[config.mk]
export PLATFORM = sky130hd
export DESIGN_NAME = tl_a_channel_arbiter
export DESIGN_NICKNAME = d
export VERILOG_FILES = /design/src/rtl/tl_a_channel_arbiter.sv
export SDC_FILE = /design/constraint.sdc
export NUM_CORES = 1
export LEC_CHECK = 0
export CORE_AREA = 4 4 119 121
export CTS_BUF_LIST = sky130_fd_sc_hd__clkbuf_4 sky130_fd_sc_hd__clkbuf_8
export DETAILED_ROUTE_END_ITERATION = 16
export DIE_AREA = 0 0 123 125
export GPL_TIMING_DRIVEN = 0
export PLACE_DENSITY = 0.57
export SYNTH_ARGS = -nofsm -noshare
export SYNTH_HDL_FRONTEND = slang
export SYNTH_SLANG_ARGS = --single-unit
[constraint.sdc]
create_clock -name clk -period 5.7 [get_ports clk]
set_input_delay 1.14 -clock clk [delete_from_list [all_inputs] [get_ports clk]]
set_output_delay 1.14 -clock clk [all_outputs]
set_load 0.01 [all_outputs]
[src/rtl/tl_a_channel_arbiter.sv]
// Two-requester arbiter for one slave port of the A/D valid/ready bus: round-robin A grants
// with a stamped source bit, D routing by source bit. Define ARB_FIXED_PRIORITY_EN for fixed priority (requester 0 first).
module tl_a_channel_arbiter #(
  parameter int A_W       = 53,
  parameter int D_W       = 43,
  parameter int A_SRC_BIT = 32,
  parameter int D_SRC_BIT = 32,
  parameter int MAX_OUT   = 2
) (
  input  logic           clk,
  input  logic           reset,
  input  logic           m0_a_valid,
  output logic           m0_a_ready,
  input  logic [A_W-1:0] m0_a_channel,
  input  logic           m1_a_valid,
  output logic           m1_a_ready,
  input  logic [A_W-1:0] m1_a_channel,
  output logic           m0_d_valid,
  input  logic           m0_d_ready,
  output logic [D_W-1:0] m0_d_channel,
  output logic           m0_d_error,
  output logic           m1_d_valid,
  input  logic           m1_d_ready,
  output logic [D_W-1:0] m1_d_channel,
  output logic           m1_d_error,
  output logic           s_a_valid,
  input  logic           s_a_ready,
  output logic [A_W-1:0] s_a_channel,
  input  logic           s_d_valid,
  output logic           s_d_ready,
  input  logic [D_W-1:0] s_d_channel,
  input  logic           s_d_error,
  input  logic           backpressureslave,
  output logic           unexpected_resp
);

  typedef enum logic [1:0] {
    IDLE  = 2'd0,
    LOCK0 = 2'd1,
    LOCK1 = 2'd2
  } state_e;

  localparam logic [2:0] MaxCnt = 3'(MAX_OUT);

  state_e         state_q, state_d;
  logic [2:0]     cnt0_q, cnt0_d, cnt1_q, cnt1_d;
  logic           unexp_q, unexp_d;
  logic           tie_sel;
  logic           elig0, elig1;
  logic           grant_vld, grant_idx;
  logic [A_W-1:0] grant_pl;
  logic           a_fire, d_fire, d_dst;
  logic           inc0, inc1, dec0, dec1;

  // A requester at its outstanding limit is held off; the limit uses registered counts only,
  // so a response retiring in the same cycle does not admit a new request until the next one.
  assign elig0 = m0_a_valid && (cnt0_q < MaxCnt) && !backpressureslave;
  assign elig1 = m1_a_valid && (cnt1_q < MaxCnt) && !backpressureslave;

`ifdef ARB_FIXED_PRIORITY_EN
  assign tie_sel = 1'b0;
`else
  logic rr_q;

  always_ff @(posedge clk or negedge reset) begin
    if (!reset) begin
      rr_q <= 1'b0;
    end else if (a_fire) begin
      rr_q <= ~grant_idx;
    end
  end

  assign tie_sel = rr_q;
`endif

  // NOTE: every signal written in an always_comb gets a default first so no latch is inferred.
  always_comb begin
    grant_vld = 1'b0;
    grant_idx = 1'b0;
    case (state_q)
      IDLE: begin
        grant_vld = elig0 | elig1;
        grant_idx = (elig0 && elig1) ? tie_sel : elig1;
      end
      // Once offered, the grant is held until the handshake completes, ignoring the other
      // requester and slave backpressure.
      LOCK0: begin
        grant_vld = m0_a_valid;
        grant_idx = 1'b0;
      end
      LOCK1: begin
        grant_vld = m1_a_valid;
        grant_idx = 1'b1;
      end
      default: begin
        grant_vld = 1'b0;
        grant_idx = 1'b0;
      end
    endcase
  end

  always_comb begin
    grant_pl            = grant_idx ? m1_a_channel : m0_a_channel;
    grant_pl[A_SRC_BIT] = grant_idx;
  end

  // Every combinational output is forced low while reset is asserted.
  assign s_a_valid   = reset & grant_vld;
  assign s_a_channel = reset ? grant_pl : '0;
  assign m0_a_ready  = reset & grant_vld & ~grant_idx & s_a_ready;
  assign m1_a_ready  = reset & grant_vld &  grant_idx & s_a_ready;
  assign a_fire      = s_a_valid & s_a_ready;

  assign d_dst        = s_d_channel[D_SRC_BIT];
  assign m0_d_valid   = reset & s_d_valid & ~d_dst;
  assign m1_d_valid   = reset & s_d_valid &  d_dst;
  assign s_d_ready    = reset & (d_dst ? m1_d_ready : m0_d_ready);
  assign m0_d_channel = reset ? s_d_channel : '0;
  assign m1_d_channel = reset ? s_d_channel : '0;
  assign m0_d_error   = reset & s_d_error;
  assign m1_d_error   = reset & s_d_error;
  assign d_fire       = s_d_valid & s_d_ready;

  assign inc0 = a_fire & ~grant_idx;
  assign inc1 = a_fire &  grant_idx;
  assign dec0 = d_fire & ~d_dst;
  assign dec1 = d_fire &  d_dst;

  function automatic logic [2:0] next_cnt(input logic [2:0] cnt, input logic inc,
                                          input logic dec);
    logic [2:0] nxt;
    nxt = cnt;
    if (inc && !dec) begin
      nxt = cnt + 3'd1;
    end else if (dec && !inc && (cnt != 3'd0)) begin
      nxt = cnt - 3'd1;
    end
    return nxt;
  endfunction

  always_comb begin
    cnt0_d  = next_cnt(cnt0_q, inc0, dec0);
    cnt1_d  = next_cnt(cnt1_q, inc1, dec1);
    unexp_d = unexp_q | (dec0 && (cnt0_q == 3'd0)) | (dec1 && (cnt1_q == 3'd0));
  end

  always_comb begin
    state_d = state_q;
    case (state_q)
      IDLE:         if (grant_vld && !s_a_ready) state_d = grant_idx ? LOCK1 : LOCK0;
      // Leaving on a dropped valid covers a requester that withdraws mid-handshake.
      LOCK0, LOCK1: if (a_fire || !grant_vld) state_d = IDLE;
      default:      state_d = IDLE;
    endcase
  end

  // NOTE: sequential state uses non-blocking assignments so all flops update from pre-edge values.
  always_ff @(posedge clk or negedge reset) begin
    if (!reset) begin
      state_q <= IDLE;
      cnt0_q  <= 3'd0;
      cnt1_q  <= 3'd0;
      unexp_q <= 1'b0;
    end else begin
      state_q <= state_d;
      cnt0_q  <= cnt0_d;
      cnt1_q  <= cnt1_d;
      unexp_q <= unexp_d;
    end
  end

  assign unexpected_resp = unexp_q;

endmodule

== After elaboration in Yosys (flattened, before gate mapping) ==
Index checks and enable logic that the tools add are counted.
Cells by class
  add/sub/neg operators: 4
  $lt $le $gt $ge: 2
  equality and inequality tests: 4
  muxes and demuxes: 15
  bitwise logic cells: 21
  reductions and logical operators: 31
Operators by type and width (number)
  2-to-1 mux 53 bit: 2
  2-to-1 mux 43 bit: 1
  bitwise AND 1 bit: 16
  logical AND 1 bit: 14
  2-to-1 mux 3 bit: 4
  logical NOT 1 bit: 7
  adder 3 x 1 -> 3 bit, second input constant: 2
  logical NOT 3 bit: 2
  less-than comparator 3 x 2 -> 1 bit, second input constant: 2
  2-to-1 mux 2 bit: 3
  nonzero test 3 bit: 2
  subtractor 3 x 1 -> 3 bit, second input constant: 2
  inequality test 2 bit, second input constant: 2
  one-hot mux 2 bit (2 select lines): 1
  nonzero test 2 bit: 2
  OR 1 bit: 3
  one-hot mux 1 bit (3 select lines): 1
  equality test 2 x 1 -> 1 bit, second input constant: 1
  equality test 2 bit, second input constant: 1
  logical NOT 2 bit: 1
  2-to-1 mux 1 bit: 2
  inverter 1 bit: 2
  one-hot mux 1 bit (2 select lines): 1
  AND reduction 2 bit: 1
  other kinds (2): 2
Storage, ports and cells
  flip-flop bits (word level): 10
  input port bits: 159

== Logic depth before layout (Yosys ltp) ==
Gate-level depths: netlist of run 1.
  word-level depth: 13
  gate-level depth with buffers: 11
  gate-level depth less buffers: 10

== Worst setup path after synthesis of run 1 ==
Ideal clock, no wire load.
  path kind: input to output
  from: in backpressureslave
  to: out s_a_channel[10]
  data arrival time: 2.689 ns
  path slack: 1.871 ns
  stages: 6
  path buffers: 1
  path through: or4b_4 -> o211a_1 -> nor2_2 -> buf_2 -> nand2_1 -> a21boi_0
Between the ends
  word-level cells in the longest chain between the ends: 7
Ends and longest elaborated chain
  start: declaration: line 33  | input logic backpressureslave,
  logical NOT 1 bit *: line 57, 58
  logical AND 1 bit, on equally long branches: line 57, 58
  logical AND 1 bit: line 83  | grant_idx = (elig0 && elig1) ? tie_sel : elig1;
  2-to-1 mux 1 bit *: line 83
  one-hot mux 1 bit (2 select lines) *: line 80  | case (state_q)
  2-to-1 mux 53 bit *: line 103  | grant_pl = grant_idx ? m1_a_channel : m0_a_channel;
  2-to-1 mux 53 bit *: line 109  | assign s_a_channel = reset ? grant_pl : '0;
  end: declaration: line 28  | output logic [A_W-1:0] s_a_channel,
Mark *: on every way between the ends. The rest lies on a longest branch, timed or not.

== Worst setup path after layout of run 1 ==
  from: in m1_a_valid
  to: out s_a_channel[40]
Between the ends
  word-level cells in the longest chain between the ends: 7
Ends and longest elaborated chain
  start: declaration: line 15  | input logic m1_a_valid,
  logical AND 1 bit * (2 in series): line 58  | assign elig1 = m1_a_valid && (cnt1_q < MaxCnt) && !backpressureslave;
  logical AND 1 bit: line 83
  2-to-1 mux 1 bit *: line 83
  one-hot mux 1 bit (2 select lines) *: line 80
  2-to-1 mux 53 bit *: line 103
  2-to-1 mux 53 bit *: line 109
Marked as above.

==> run_results.csv, run 1 <==
group,metric,value,unit
run_status,status,"finished, final reports clean",
grt,overflow,0,
synthesis,avgSynthCellArea,6.54,µm²
finish,drive_gt1_frac,0.0999,
synthesis,syn_nets,528,
grt,grtUsageTotal,0.174,
finish,nFillCells,1342,
critical_path,crit_fanout,10,
routing,drt-initial-drc-count,105,
clock_network,clk_pin_slew,50,ps
floorplanning,core_area,0.0131,mm²
timing,clock_skew,5.91,ps
place,hpwl,12600,µm
critical_path,r2r_cells,8,
clock_network,cts_buffers,3,
critical_path,arrival,4130,ps
timing,hold_violations,0,
power,p_per_area,221,mW/mm²
floorplanning,die_x,123,µm
critical_path,regToRegSetupSlack,2590,ps
place,io_buffers,304,
routing,wl_per_cell,17.1,µm
routing,drtAntennaViolNets,0,
power,p_clk_frac,0.070,
timing,fmax,190,MHz
flow_run,cap_violations,0,
power,power_switching,561,µW
critical_path,rr_startpoint,"cnt1_q[1]",
floorplanning,dieArea,0.0154,mm²
grt,grt_max_degree,15,
critical_path,cp-start-kind,"primary input",
hold_path,hold_end,"unexpected_resp",
finish,final_common_cell,"clkdlybuf4s50_1",
power,pwr-share-comb,0.805,
hold_path,holdCritPathClass,"reg -> reg",
timing,fin_tns_setup,0,ps
grt,grt_pass1_wl,21000,µm
clock_network,clk_latency,230,ps
critical_path,worst_setup_path_end_kind,"output pin",
power,vdd_drop_max,0.000177,V
synthesis,netlist_instances,363,
clock_network,ctsLongestPathBuffers,2,
power,p_seq_frac,0.126,
timing,slew_headroom,0.612,
timing,setup_viol,0,
floorplanning,start_util,0.181,
floorplanning,io_pins,307,
timing,rsz0062_at_grt,"false",
routing,first_pass_iters,4,
critical_path,required,4560,ps
finish,area_delta_synth_final,140,%
finish,fin_nets,837,
synthesis,ys_types,50,
clock_network,postCtsResizedCells,0,
finish,layout_common_cells,"clkdlybuf4s50_1, nand2_1, a21boi_0, and2_1, buf_4",
timing,layout_worst_path_cycle_share,0.925,
routing,vias,3454,
synthesis,synth_ff_type,"dfrtp_1",
grt,grt_pass1_vias,3498,
clock_network,cts_hold_buf,0,
place,gp_routability_congestion,0.871,
synthesis,synth_edf_count,0,
critical_path,criticalPathCategory,"in -> out",
synthesis,synth_area,0.00237,mm²
clock_network,root_buffer,"clkbuf_8",
synthesis,ys_async_sr_fraction,1.00,
synthesis,ys_seq_area_frac,0.105,
clock_network,cts_setup_buffers,0,
routing,via_per_inst,4.08,
timing,period_minus_slack,5270,ps
finish,diodes,0,
power,swShare,0.447,
power,p_int,695,µW
synthesis,yosys_warnings,0,
floorplanning,rows,42,
clock_network,cts_sinks,10,
clock_network,htreeDepth,1,
synthesis,ys_ff_latch,10,
routing,drc,0,
power,power_leakage,2.29,nW
critical_path,r2r_end,"cnt1_q[2]",
timing,worst_pin_slew,581,ps
hold_path,hold_depth,1,
hold_path,hold_start,"unexpected_resp",
floorplanning,die_y,125,µm
clock_network,cts_tree,"yes",
timing,holdWs,491,ps
routing,routed_wl,14500,µm
timing,drv_slew,0,
grt,grt_antenna_before_repair,0,
==> power by group through the flow <==
stage	Clock, mW	Combinational, mW	Sequential [mW]
final	0.0875	1.01	0.158
after global routing	0.0961	1.11	0.166
after CTS	0.0902	1.03	0.157
after detailed placement	0	1.02	0.158
after global placement	0	1.01	0.155
after floorplan	0	0.521	0.148
==> sequential cells by signal, summed over array words and instances, names as in the netlist <==
signal / flops
cnt0_q: 3
cnt1_q: 3
rr_q: 1
state_q: 2
unexpected_resp: 1
==> routing by layer <==
layer  up-vias  GRT usage  wire length (µm)
li1       1766          -                 -
met1      1549      0.204              5760
met2       131      0.338              7620
met3         8     0.0266               995
met4         0     0.0189               106
met5         -          0                 0
==> final cells by class <==
cell class	count	area, µm²	area share
inverters	3	11.3	0.00198
repair buffers	304	3040	0.535
multi-input cells	282	1680	0.294
well taps	176	220	0.0387
clock buffers	4	55.1	0.00967
plain buffers	68	435	0.0765
flip-flops and latches	10	250	0.0440
==> logic make-up (layout without fill, tap and decap cells) <==
group                      Yosys count  after routing  synth area share
and+or+nand+nor                    190            190             0.373
AOI/OAI and AO/OA                   75             75             0.248
buffers and inverters               71            379             0.188
DFF                                 10             10             0.105
muxes                                9              9            0.0390
adders and majority gates            6              6            0.0380
xor gates and xnor gates             2              2           0.00739
==> through the flow <==
stage               power (mW)  std cells   util  instance area (µm²)  setup WS, ps
global route              1.37        847  0.435                 5690           112
global placement          1.16        843  0.431                 5640           406
floorplan                0.669        363      -                 2370          1870
CTS                       1.28        847  0.435                 5690           337
finish                    1.26        847  0.435                 5690           426
detailed placement        1.18        843  0.431                 5640           366
==> critical path, stage by stage <==
cell             delay [ps]
clkdlybuf4s50_1         510
nor4b_1                 460
o211ai_1                240
nand2b_1                120
buf_2                   220
clkbuf_1                420
nand2_1                 100
a21boi_0                290
clkdlybuf4s50_1         640
==> how the worst max path moves through the flow <==
stage / start / to / slack [ps] / depth (start not counted)
4_1_cts: m1_a_valid / s_a_channel[40] / 340 / 9
3_3_place_gp: reset / m1_d_channel[25] / 410 / 7
3_5_place_dp: reset / m1_d_channel[25] / 370 / 7
6_report: m1_a_valid / s_a_channel[40] / 430 / 9
5_1_grt: reset / m1_d_channel[25] / 110 / 7
2_1_floorplan: backpressureslave / s_a_channel[10] / 1870 / 6
==> synthesized netlist by cell type (2+ instances only) <==
library cell    n  share of area
buf_2           6          0.013
xnor2_1         2         0.0074
nor3_1          3         0.0063
and2_1         47           0.12
inv_1           3         0.0047
mux2_2          2         0.0095
clkbuf_1       16          0.025
mux2i_1         7          0.030
buf_4          44           0.14
nand2_1       117           0.19
o22ai_1         2         0.0053
fa_1            2          0.017
nor2_1          9          0.014
dfrtp_1        10           0.11
a21oi_1         3         0.0063
a21boi_0       52           0.16
or2_2           2         0.0053
ha_1            4          0.021
(Power assumes the default switching activity.)
==> inputs of run 2 (changes only) <==
--- a/config.mk
+++ b/config.mk
@@ -5,12 +5,14 @@
 export SDC_FILE = /design/constraint.sdc
 export NUM_CORES = 1
 export LEC_CHECK = 0
-export CORE_AREA = 4 4 119 121
+export CELL_PAD_IN_SITES_DETAIL_PLACEMENT = 0
+export CELL_PAD_IN_SITES_GLOBAL_PLACEMENT = 2
+export CORE_MARGIN = 4
+export CORE_UTILIZATION = 12
 export CTS_BUF_LIST = sky130_fd_sc_hd__clkbuf_4 sky130_fd_sc_hd__clkbuf_8
 export DETAILED_ROUTE_END_ITERATION = 16
-export DIE_AREA = 0 0 123 125
 export GPL_TIMING_DRIVEN = 0
-export PLACE_DENSITY = 0.57
+export PLACE_DENSITY = 0.87
 export SYNTH_ARGS = -nofsm -noshare
 export SYNTH_HDL_FRONTEND = slang
 export SYNTH_SLANG_ARGS = --single-unit
==> run 2 against run 1 <==
  * Routed wire length fell by 7.2%
  * Power fell by 1.0%
  * Non-clock buffer count did not move
  * Hold slack improved by 19 ps
  * Global-route usage fell by 6.2 points
  * Sequential share of layout area fell by 0.076 points
  * Die area rose by 44%
  * Count of clock-buffer cells in the layout fell by 1
  * Largest cell class unchanged
==> run_results.csv, run 2 (synthesis results as in run 1) <==
group,metric,value,unit
run_status,status,"finished, final reports clean",
clock_network,ctsLongestPathBuffers,2,
grt,grtUsageTotal,0.112,
timing,clock_skew,3.89,ps
critical_path,path_cells,"clkdlybuf4s50_1 -> or4b_4 -> o211a_1 -> nor2_2 -> buf_2 -> nand2_1 -> a21boi_0 -> clkdlybuf4s50_1",
routing,drt-initial-drc-count,87,
grt,grt_pass1_wl,20000,µm
power,vdd_drop_max,0.000104,V
power,p_per_area,215,mW/mm²
finish,layout_common_cells,"clkdlybuf4s50_1, nand2_1, a21boi_0, and2_1, buf_4",
finish,largestRegisters,"cnt0_q (3), cnt1_q (3), state_q (2)",
critical_path,cpLargestDelayFamily,"buffers and inverters",
grt,grt_antenna_before_repair,0,
clock_network,htreeDepth,1,
finish,diodes,0,
timing,setup_viol,0,
floorplanning,start_util,0.122,
clock_network,cts_setup_buffers,0,
critical_path,crit_fanout,10,
clock_network,clk_latency,230,ps
timing,worst_pin_slew,603,ps
routing,drc,0,
floorplanning,dieArea,0.0221,mm²
hold_path,holdCritPathClass,"reg -> reg",
floorplanning,rows,51,
floorplanning,die_y,149,µm
timing,rsz0062_at_grt,"false",
place,place_ws,148,ps
flow_run,cap_violations,0,
place,io_buffers,304,
finish,drive_gt1_frac,0.101,
finish,area_delta_synth_final,144,%
critical_path,slowest_delay,620,ps
critical_path,required,4560,ps
grt,grt_max_degree,15,
critical_path,cp_slowest_cell,"clkdlybuf4s50_1",
clock_network,cts_buffers,3,
timing,layout_worst_path_cycle_share,0.939,
power,power_leakage,2.29,nW
finish,fin_nets,837,
clock_network,root_buffer,"clkbuf_8",
place,gp_routability_congestion,0.770,
timing,drv_slew,0,
floorplanning,io_pins,307,
timing,fin_tns_setup,0,ps
routing,via_per_inst,3.67,
critical_path,cp-start-kind,"primary input",
grt,overflow,0,
clock_network,cts_sinks,10,
place,hpwl,11400,µm
critical_path,regToRegSetupSlack,2570,ps
critical_path,worst_setup_path_end_kind,"output pin",
routing,routed_wl,13400,µm
finish,final_common_cell,"clkdlybuf4s50_1",
floorplanning,core_area,0.0195,mm²
routing,vias,3430,
clock_network,cts_hold_buf,0,
timing,slew_headroom,0.597,
critical_path,cpMostUsedCell,"clkdlybuf4s50_1",
timing,hold_violations,0,
timing,period_minus_slack,5350,ps
critical_path,arrival,4210,ps
routing,first_pass_iters,6,
grt,grt_pass1_vias,3509,
timing,fmax,187,MHz
floorplanning,die_x,149,µm
clock_network,cts_tree,"yes",
critical_path,criticalPathCategory,"in -> out",
timing,setup_slack,350,ps
routing,drtAntennaViolNets,0,
critical_path,path_buf_inv,3,
routing,wl_per_cell,14.4,µm
clock_network,clk_pin_slew,50,ps
[run 2: cell count changes in the layout (fill, tap and decap cells not counted)]
cell	before	now
clkbuf_2	0	2
clkbuf_8	4	3
clkbuf_1	16	14
[run 2: final cells by class]
cell class              instances  area (µm²)
inverters                       3        11.3
plain buffers                  68         438
fillers                      2126       13700
multi-input cells             282        1680
clock buffers                   3        41.3
repair buffers                304        3040
well taps                     265         332
flip-flops and latches         10         250
[run 2: path summary, 6_finish.rpt]
path / startpoint / end / depth (start not counted)
setup / recovery: backpressureslave / s_a_channel[47] / 8
hold / removal: unexpected_resp / unexpected_resp / 1
max in group asynchronous: reset / state_q[1] / 1
setup reg to reg: cnt1_q[1] / cnt1_q[2] / 8
min in group asynchronous: reset / cnt1_q[0] / 1
hold reg to reg: unexpected_resp / unexpected_resp / 1
[run 2: repair_timing]
item	CTS	global route
hold endpoints to repair	0	0
setup endpoints to repair	0	16
gates resized for setup	0	4
[run 2: metal layers]
layer  share of wire  vias up  global-route usage
met3           0.085        8              0.0262
met1            0.40     1511               0.137
met5               0        -                   0
li1                -     1770                   -
met4          0.0092        0              0.0143
met2            0.50      141               0.205
[run 2: per-stage QoR]
stage           util  power (mW)  instance area, µm²  cells  hold WS [ps]
2_1_floorplan      -       0.669                2370    363           481
3_3_place_gp   0.295        1.19                5750    932           495
3_5_place_dp   0.295        1.19                5750    932           512
4_1_cts        0.297        1.27                5790    935           521
5_1_grt        0.298        1.37                5790    935           546
6_report       0.298        1.24                5790    935           509
[run 2: power by group]
part / total [mW] / internal, mW / switching (mW)
clock network: 0.0715 / 0.0461 / 0.0254
registers: 0.161 / 0.106 / 0.0550
logic: 1.01 / 0.529 / 0.481
total: 1.24 / 0.681 / 0.562
==> inputs of run 3 (changes only) <==
--- a/config.mk
+++ b/config.mk
@@ -12,6 +12,7 @@
 export CTS_BUF_LIST = sky130_fd_sc_hd__clkbuf_4 sky130_fd_sc_hd__clkbuf_8
 export DETAILED_ROUTE_END_ITERATION = 16
 export GPL_TIMING_DRIVEN = 0
+export MAX_ROUTING_LAYER = met4
 export PLACE_DENSITY = 0.87
 export SYNTH_ARGS = -nofsm -noshare
 export SYNTH_HDL_FRONTEND = slang
==> run 3 against run 2 <==
  * First-iteration DRC count decreased by 2.3%
  * Largest cell class unchanged
  * Largest power group unchanged
  * Maximum frequency about the same
  * Clock skew about the same
  * Sequential cell count unchanged
  * Sequential power about the same
  * Hold slack unchanged
  * Sequential share of layout area unchanged
  * Global-route usage increased by 0.34 points
  * Register-to-register slack about the same
  * Design area unchanged
==> run_results.csv, run 3 (synthesis results as in run 1) <==
group,metric,value,unit
routing,first_pass_iters,6,
place,place_ws,148,ps
critical_path,cp.depth,8,
clock_network,cts_tree,"yes",
critical_path,crit_fanout,10,
place,io_buffers,304,
clock_network,postCtsResizedCells,0,
routing,via_per_inst,3.65,
critical_path,criticalPathCategory,"in -> out",
timing,holdWs,509,ps
finish,layout_common_cells,"clkdlybuf4s50_1, nand2_1, a21boi_0, and2_1, buf_4",
timing,fmax,187,MHz
floorplanning,rows,51,
clock_network,cts_setup_buffers,0,
critical_path,cp-start-kind,"primary input",
finish,postLayoutCoreUtil,0.298,
grt,grt_max_degree,15,
routing,vias,3417,
clock_network,clk_pin_slew,50,ps
finish,nFillCells,2126,
power,finalPower,1.24,mW
critical_path,slowest_delay,620,ps
critical_path,cpLargestDelayFamily,"buffers and inverters",
timing,period_minus_slack,5350,ps
routing,wl_per_cell,14.4,µm
grt,grt_pass1_vias,3509,
clock_network,cts_buffers,3,
critical_path,r2r_end,"cnt1_q[2]",
timing,slew_headroom,0.597,
finish,largestRegisters,"cnt0_q (3), cnt1_q (3), state_q (2)",
grt,grtUsageTotal,0.116,
critical_path,cp_slowest_cell,"clkdlybuf4s50_1",
floorplanning,die_y,149,µm
grt,grt_pass1_wl,20000,µm
finish,diodes,0,
floorplanning,die_x,149,µm
floorplanning,core_area,0.0195,mm²
floorplanning,dieArea,0.0221,mm²
clock_network,ctsLongestPathBuffers,2,
power,power_leakage,2.29,nW
power,p_per_area,215,mW/mm²
finish,final_common_cell,"clkdlybuf4s50_1",
critical_path,cpMostUsedCell,"clkdlybuf4s50_1",
floorplanning,start_util,0.122,
critical_path,regToRegSetupSlack,2570,ps
grt,overflow,0,
finish,drive_gt1_frac,0.101,
power,vdd_drop_max,0.000104,V
critical_path,required,4560,ps
timing,setup_viol,0,
clock_network,cts_hold_buf,0,
routing,drc,0,
critical_path,worst_setup_path_end_kind,"output pin",
critical_path,rr_startpoint,"cnt1_q[1]",
place,hpwl,11400,µm
timing,fin_tns_setup,0,ps
timing,hold_violations,0,
clock_network,htreeDepth,1,
grt,grt_antenna_before_repair,0,
critical_path,arrival,4210,ps
critical_path,path_cells,"clkdlybuf4s50_1 -> or4b_4 -> o211a_1 -> nor2_2 -> buf_2 -> nand2_1 -> a21boi_0 -> clkdlybuf4s50_1",
critical_path,cp-startpoint,"backpressureslave",
timing,rsz0062_at_grt,"false",
timing,setup_slack,349,ps
routing,routed_wl,13400,µm
finish,area_delta_synth_final,144,%
place,gp_routability_congestion,0.783,
critical_path,cp-endpoint,"s_a_channel[47]",
flow_run,cap_violations,0,
routing,drt-initial-drc-count,85,
timing,drv_slew,0,
clock_network,root_buffer,"clkbuf_8",
hold_path,holdCritPathClass,"reg -> reg",
clock_network,clk_latency,230,ps
finish,fin_nets,837,
timing,worst_pin_slew,603,ps
timing,layout_worst_path_cycle_share,0.939,
critical_path,path_buf_inv,3,
run_status,status,"finished, final reports clean",
routing,drtAntennaViolNets,0,
clock_network,cts_sinks,10,
floorplanning,io_pins,307,
critical_path,r2r_cells,8,
timing,clock_skew,3.91,ps
==> run 3: area by class of cell <==
class,count,area (µm²),share of cell area
inverter,3,11.3,0.00194
multi-input combinational,282,1680,0.289
buffer,68,438,0.0756
clock buffer,3,41.3,0.00713
sequential,10,250,0.0432
timing repair buffer,304,3040,0.525
tap,265,332,0.0573
==> run 3: where the power goes <==
part           internal, mW  switching [mW]  total, mW
registers             0.106          0.0550      0.161
logic                 0.529           0.483       1.01
clock network        0.0461          0.0254     0.0715
total                 0.681           0.563       1.24
==> run 3: through the flow <==
stage | instances | instance area (µm²)
3_3_place_gp | 932 | 5750
6_report | 935 | 5790
4_1_cts | 935 | 5790
2_1_floorplan | 363 | 2370
3_5_place_dp | 932 | 5750
5_1_grt | 935 | 5790
==> run 3: worst register-to-register path: cells and delay by family, from the launching register on <==
kind / cells / cell delay (ps)
adders and majority gates: 1 / 390
AOI/OAI and AO/OA: 3 / 930
and+or+nand+nor: 3 / 990
DFF: 1 / 450
muxes: 1 / 260
==> run 3: how the worst min path moves through the flow <==
| stage | start | end | slack [ps] | cells after the start |
|---|---|---|---|---|
| after floorplan | rr_q | rr_q | 480 | 1 |
| after global routing | rr_q | rr_q | 550 | 1 |
| after detailed placement | unexpected_resp | unexpected_resp | 510 | 1 |
| after global placement | rr_q | rr_q | 500 | 1 |
| final | unexpected_resp | unexpected_resp | 510 | 1 |
| after CTS | rr_q | rr_q | 520 | 1 |
==> run 3: layer usage <==
layer  vias up  global-route usage  wire, µm
met2       137               0.206      6790
met3         8              0.0219      1020
li1       1770                   -         -
met4         0              0.0143       121
met1      1502               0.140      5500
met5         -                   -         0
